<file path="config.mk">
export PLATFORM = sky130hd
export DESIGN_NAME = bht_predictor
export DESIGN_NICKNAME = d
export VERILOG_FILES = /design/src/rtl/bht_predictor.sv
export SDC_FILE = /design/constraint.sdc
export NUM_CORES = 1
export LEC_CHECK = 0
export CORE_AREA = 2 2 124 126
export CTS_CLUSTER_SIZE = 16
export DETAILED_ROUTE_END_ITERATION = 16
export DIE_AREA = 0 0 126 128
export MAX_ROUTING_LAYER = met4
export PLACE_DENSITY_LB_ADDON = 0.08
export SETUP_SLACK_MARGIN = 0.15
export SYNTH_ARGS = -nofsm -noshare
export SYNTH_HDL_FRONTEND = slang
export SYNTH_SLANG_ARGS = --single-unit
</file>
<file path="constraint.sdc">
create_clock -name clk -period 8.65 [get_ports clk]
set_clock_uncertainty 0.05 [all_clocks]
set_input_delay 1.73 -clock clk [delete_from_list [all_inputs] [get_ports clk]]
set_output_delay 1.73 -clock clk [all_outputs]
set_load 0.02 [all_outputs]
</file>
<file path="src/rtl/bht_predictor.sv">
// ---------------------------------------------------------------------------
// bht_predictor : gshare direction predictor, 2-bit counters, init sweep
// Revision      : 1.0
// ---------------------------------------------------------------------------
`default_nettype none

module bht_predictor #(
   parameter int INDEX_BITS = 6,
   parameter int HIST_BITS  = 4
) (
   input  logic                  clk,
   input  logic                  rst,
   input  logic [31:0]           if_pc,
   output logic                  pred_taken,
   output logic [INDEX_BITS-1:0] pred_index,
   output logic                  ready,
   input  logic                  update_valid,
   input  logic [INDEX_BITS-1:0] update_index,
   input  logic                  update_pred_taken,
   input  logic                  update_taken,
   output logic                  misprediction
);

   localparam int C_ENTRIES = 1 << INDEX_BITS;
   localparam logic [INDEX_BITS-1:0] C_LAST = INDEX_BITS'(C_ENTRIES - 1);

   typedef enum logic [0:0] {
      ST_INIT = 1'b0,
      ST_RUN  = 1'b1
   } state_t;

   state_t                r_state;
   logic [INDEX_BITS-1:0] r_init_ptr;
   logic [1:0]            r_table [C_ENTRIES];

   logic                  w_run;
   logic                  w_train;
   logic [INDEX_BITS-1:0] w_hist_ext;
   logic [1:0]            w_cnt;
   logic                  w_unused_pc;

   // Outputs are held inactive during the reset cycle as well as the sweep.
   assign w_run   = (r_state == ST_RUN) && !rst;
   assign w_train = w_run && update_valid;

   generate
      if (HIST_BITS > 0) begin : g_hist
         logic [HIST_BITS-1:0] r_ghr;
         logic [HIST_BITS:0]   w_shift;

         assign w_shift    = {r_ghr, update_taken};
         assign w_hist_ext = INDEX_BITS'(r_ghr);

         always_ff @(posedge clk) begin
            if (rst) begin
               r_ghr <= '0;
            end else if (w_train) begin
               r_ghr <= w_shift[HIST_BITS-1:0];
            end
         end
      end else begin : g_bimodal
         assign w_hist_ext = '0;
      end
   endgenerate

   assign pred_index    = if_pc[INDEX_BITS+1:2] ^ w_hist_ext;
   assign pred_taken    = w_run && r_table[pred_index][1];
   assign ready         = w_run;
   assign misprediction = w_train && (update_pred_taken != update_taken);
   assign w_unused_pc   = ^{if_pc[31:INDEX_BITS+2], if_pc[1:0]};

   assign w_cnt = r_table[update_index];

   always_ff @(posedge clk) begin
      if (rst) begin
         r_state    <= ST_INIT;
         r_init_ptr <= '0;
      end else begin
         case (r_state)
            ST_INIT: begin
               r_table[r_init_ptr] <= 2'b01;
               r_init_ptr          <= r_init_ptr + 1'b1;
               if (r_init_ptr == C_LAST) begin
                  r_state <= ST_RUN;
               end
            end
            ST_RUN: begin
               // Saturating update; no write when already at the rail.
               if (update_valid) begin
                  if (update_taken && (w_cnt != 2'b11)) begin
                     r_table[update_index] <= w_cnt + 2'b01;
                  end else if (!update_taken && (w_cnt != 2'b00)) begin
                     r_table[update_index] <= w_cnt - 2'b01;
                  end
               end
            end
            default: r_state <= ST_INIT;
         endcase
      end
   end

endmodule

`default_nettype wire

</file>
After elaboration in Yosys (flattened, before gate mapping)
Memory sizes are Yosys's and may differ from the RTL's.
Index checks and enable logic that the tools add are counted.
{"block": "word_totals", "out_inout_bits": 9, "latch_bits": 0, "romBits": 0, "ram_bits": 128, "word_cells": 42, "regBits": 11, "memories": 1}
{"block": "classes", "n_addsub": 3, "n_reduce_logical": 10, "div": 0, "n_bitwise": 2, "muxes": 20, "order_cmp": 0, "shift": 0, "eq_ne": 3, "multipliers": 0}
{"memory": "r_table", "words": 64, "width": 2, "read_ports": 2, "rd_clocked_by_memory_dff": 0, "wr": 1, "line": "34", "text": "logic [1:0] r_table [C_ENTRIES];"}
{"cell": "$mux 1", "count": 17}
{"cell": "$add 6x1->6 const B", "count": 1}
{"cell": "$eq 6x6->1 const B", "count": 1}
{"cell": "$logic_and 1x1->1", "count": 6}
{"cell": "$mux 6", "count": 1}
{"cell": "$xor 6x4->6", "count": 1}
{"cell": "$mux 2", "count": 2}
{"cell": "$add 2x1->2 const B", "count": 1}
{"cell": "$logic_not 1->1", "count": 2}
{"cell": "$ne 2x2->1 const B", "count": 1}
{"cell": "$reduce_bool 2->1", "count": 1}
{"cell": "$reduce_or 2->1", "count": 1}
{"cell": "$sub 2x1->2 const B", "count": 1}
{"cell": "$ne 1x1->1", "count": 1}
{"cell": "$or 1x1->1", "count": 1}

Depth between registers and ports, before layout
An unclocked memory read counts as a cell.
{"block": "depth", "depth_word": 12, "depth_mapped": 13, "depth_no_buf": 8}

Worst setup path before layout
No wires, ideal clock.
{"block": "synth_timing", "path_type": "input to register", "startpoint": "input update_index[0]", "endpoint": "memory r_table[0][1], data pin", "t_arrival_ns": 6.322, "setup_ns": 0.721, "setup_slack_ns": 1.556, "cell_stages": 11, "cell_sequence": "buf_6 > buf_12 > mux4_2 > mux2i_1 > o21ai_1 > o2111ai_2 > nand2_4 > buf_2 > buf_2 > xnor2_1 > a211oi_1"}
{"block": "synth_via", "elab_chain_cells": 12}
{"element": "start, declared", "line": "18", "text": "input logic [INDEX_BITS-1:0] update_index,"}
{"element": "$mem_v2 64x2 (*)"}
{"element": "$reduce_bool 2->1", "line": "92", "text": "end else if (!update_taken && (w_cnt != 2'b00)) begin"}
{"element": "$logic_and 1x1->1", "line": "92"}
{"element": "$mux 1", "line": "92"}
{"element": "$mux 1", "line": "90", "text": "if (update_taken && (w_cnt != 2'b11)) begin"}
{"element": "$mux 1", "line": "89", "text": "if (update_valid) begin"}
{"element": "$mux 1", "line": "79", "text": "case (r_state)"}
{"element": "$mux 1", "line": "75", "text": "if (rst) begin"}
{"element": "$mux 1 (not written as such)", "line": "93", "text": "r_table[update_index] <= w_cnt - 2'b01;"}
{"element": "$or 1x1->1 (no line)"}
{"element": "$reduce_or 2->1 (no line)"}
{"element": "$mux 2 (no line) (*)"}
{"element": "end, declared", "line": "34"}
Mark *: on every way between the ends. The rest lies on a longest branch, timed or not.

Worst setup path after layout
{"block": "layout_timing", "startpoint": "input if_pc[2]", "endpoint": "output pred_taken"}
{"block": "layout_via", "elab_chain_cells": 3}
{"element": "start, declared", "line": "13", "text": "input logic [31:0] if_pc,"}
{"element": "$xor 6x4->6", "line": "66", "text": "assign pred_index = if_pc[INDEX_BITS+1:2] ^ w_hist_ext;"}
{"element": "$mem_v2 64x2"}
{"element": "$logic_and 1x1->1", "line": "67", "text": "assign pred_taken = w_run && r_table[pred_index][1];"}
{"element": "end, declared", "line": "14", "text": "output logic pred_taken,"}
Every way passes these cells.

==> flow_metrics.py <==
metrics = {
    "global_routing": {
        "antenna_found_initial": 0,
        "grt_max_degree": 65,
        "grt_pass1_vias": 4973,
        "grt_usage": 0.263,
        "grt_pass1_wl_mm": 30.4,
        "grt_remaining_overflow": 0,
    },
    "synth": {
        "syn_nets": 565,
        "seq_area_frac_synth": 0.558,
        "synth_area_per_cell_um2": 14.0,
        "synth_edf_count": 128,
        "ys_warn_count": 0,
        "async_reset_ff_frac": 0,
        "syn_inst": 521,
        "syn_area_um2": 7280,
        "synth_cell_types": 55,
        "synth_top_flop_cell": "edfxtp_1",
        "ys_ff_latch": 139,
    },
    "detailed_routing": {
        "drtPass1Iterations": 5,
        "wire_per_inst_um": 26.4,
        "drt_iter0_markers": 418,
        "wl_mm": 19.5,
        "via_per_inst": 6.75,
        "drc": 0,
        "route.antenna.remaining_nets": 0,
        "vias": 4978,
    },
    "cts": {
        "cts_resized": 0,
        "cts_buffer_depth": 2,
        "clk_latency_ns": 0.43,
        "cts_buffers": 17,
        "post_cts_buffers": 0,
        "clk_pin_slew_ns": 0.06,
        "hold_buffers": 0,
        "cts_tree": "built",
        "cts_root_buf": "clkbuf_16",
        "ctsHtreeMaxLevel": 4,
        "cts.sinks": 139,
    },
    "setup_path": {
        "cp_max_fo": 17,
        "r2r_setup_slack_ns": 4.63,
        "worstSetupEndpoint": "pred_taken",
        "crit_start": "if_pc[2]",
        "end_kind": "output port",
        "path_class": "input pin to output port",
        "worst_r2r_path_depth": 8,
        "arrival_ns": 5.02,
        "cp.required_ns": 6.87,
        "crit-reg2reg-launch": "r_table[37][1]$_DFFE_PP_",
        "regToRegEndpoint": "r_table[56][0]$_DFFE_PP_",
        "startpoint_type": "input pin",
    },
    "power": {
        "internal-power_w": 0.00119,
        "seq_power_share": 0.476,
        "switching_share": 0.225,
        "combPwrFrac": 0.075,
        "switchingPower_w": 0.000344,
        "p_per_area_nw_per_um2": 186,
        "power.leakage_nw": 2.78,
        "p_clk_frac": 0.449,
        "ir_drop_mv": 0.127,
    },
    "sta": {
        "hold_viol": 0,
        "fmax_mhz": 147,
        "worst_pin_slew_ns": 1.19,
        "setup_viol": 0,
        "slew_headroom": 0.209,
        "setup_tns_ns": 0,
        "period_minus_slack_ns": 6.80,
        "finalMaxSlewViolations": 0,
        "grt_setup_unrepaired": "no",
        "finalCritPeriodShare": 0.786,
    },
    "run": {
        "max_cap_violations": 0,
    },
    "finish": {
        "layout.cells.non_filler": 737,
        "mostFrequentLayoutCells": "128 x edfxtp_1, 53 x mux4_2, 44 x a21oi_1",
        "antenna_cells": 0,
        "drive_above_1_share": 0.199,
        "final_common_cell": "edfxtp_1",
        "area_growth_pct": 12.9,
        "fill_cells": 1186,
        "nNetsFinal": 581,
    },
    "floorplan": {
        "io_pins": 52,
        "row_count": 45,
        "start_util": 0.490,
        "dieHeight_um": 128,
        "fp.dieArea_um2": 16100,
        "coreArea_um2": 14900,
        "die_x_um": 126,
    },
    "outcome": {
        "status": "completed",
    },
    "placed_design": {
        "hpwl_mm": 12.6,
        "place_inst": 706,
        "portBuffers": 25,
        "gp_congestion": 0.886,
    },
    "worst_hold_path": {
        "hp-class": "register to register",
        "min-delay-start": "g_hist.r_ghr[1]$_SDFFE_PP0P_",
    },
}
-- power by group through the flow --
stage                     clock network, W  registers [W]  logic [W]
after floorplan                          0       0.000741  0.0000789
after global placement                   0       0.000742   0.000112
after detailed placement                 0       0.000742   0.000114
after CTS                         0.000698       0.000728   0.000114
after global routing              0.000726       0.000728   0.000123
final                             0.000688       0.000728   0.000115
-- final cells by class --
type | count | area, µm² | area share
Timing Repair Buffer | 34 | 313 | 0.0380
Clock buffer | 17 | 425 | 0.0517
Sequential cell | 139 | 4060 | 0.494
Clock inverter | 14 | 128 | 0.0155
Tap cell | 188 | 235 | 0.0286
Inverter | 7 | 26.3 | 0.00319
Multi-Input combinational cell | 338 | 3030 | 0.369
-- Yosys cell counts, types with 3 or more instances --
library cell	count	area share
edfxtp_1	128	0.53
mux4_2	53	0.16
a21oi_1	44	0.030
nand2_1	37	0.019
a22oi_1	24	0.025
nor2_1	22	0.011
clkbuf_1	19	0.0098
nor3_1	15	0.010
nand3_1	14	0.0096
dfxtp_1	11	0.030
mux2i_1	10	0.014
o21ai_0	9	0.0062
a2111oi_0	8	0.0096
buf_2	8	0.0055
nor2b_1	8	0.0069
nand2b_1	7	0.0060
nor3b_1	7	0.0072
inv_1	6	0.0031
or3_1	6	0.0052
a211oi_1	5	0.0052
xnor2_1	5	0.0060
a2111oi_2	4	0.0082
a22o_1	4	0.0048
and2_1	4	0.0034
and3_1	4	0.0034
buf_1	4	0.0021
nand3b_1	4	0.0041
nand4b_1	4	0.0048
o21ai_1	4	0.0027
o22ai_1	4	0.0034
xor2_1	4	0.0048
a31oi_1	3	0.0026
o2111a_1	3	0.0046
-- worst min-delay path by stage --
| stage | to | slack (ns) | cells past startpoint |
|---|---|---|---|
| 2_1_floorplan | g_hist.r_ghr[2]$_SDFFE_PP0P_ | 0.39 | 2 |
| 3_3_place_gp | g_hist.r_ghr[2]$_SDFFE_PP0P_ | 0.43 | 2 |
| 3_5_place_dp | g_hist.r_ghr[2]$_SDFFE_PP0P_ | 0.43 | 2 |
| 4_1_cts | g_hist.r_ghr[2]$_SDFFE_PP0P_ | 0.44 | 2 |
| 5_1_grt | g_hist.r_ghr[2]$_SDFFE_PP0P_ | 0.46 | 2 |
| 6_report | g_hist.r_ghr[2]$_SDFFE_PP0P_ | 0.44 | 2 |
-- per-stage QoR --
| stage | worst slack [ns] | instance area, µm² | power [W] | hold slack [ns] | util |
|---|---|---|---|---|---|
| after global placement | 1.83 | 7670 | 0.000854 | 0.427 | 0.516 |
| after global routing | 1.77 | 8230 | 0.00158 | 0.464 | 0.553 |
| after detailed placement | 1.83 | 7670 | 0.000856 | 0.433 | 0.516 |
| final | 1.85 | 8230 | 0.00153 | 0.439 | 0.553 |
| after CTS | 1.83 | 8230 | 0.00154 | 0.442 | 0.553 |
| after floorplan | 1.56 | 7280 | 0.000820 | 0.393 | - |
-- routing by layer --
layer / global-route usage / wire [µm]
met4: 0.105 / 612
met3: 0.0463 / 1300
met2: 0.404 / 9270
met1: 0.353 / 8300
met5: - / 0
-- worst max-delay path: stages --
cell and delay [ns]:
clkdlybuf4s50_1 0.50, xor2_2 0.13, buf_4 0.37, mux4_2 0.59, mux4_2 0.54, mux4_2 0.46
and2_1 0.16, clkdlybuf4s50_1 0.52
-- logic make-up (layout without fill, tap and decap cells) --
group | after synthesis | count (layout) | synth area share
XOR/XNOR | 9 | 9 | 0.0108
flip-flops | 139 | 139 | 0.558
multiplexers | 63 | 63 | 0.178
AND/OR/NAND/NOR | 141 | 141 | 0.101
AO/OA/AOI/OAI | 124 | 124 | 0.119
buffers and inverters | 44 | 72 | 0.0316
adder cells (fa/ha/maj) | 1 | 1 | 0.00172
-- state kept, by name, indices dropped and copies added (netlist names) --
name and flops:
r_state 1, g_hist.r_ghr 4, r_table 128, r_init_ptr 6
(Power assumes the default switching activity.)
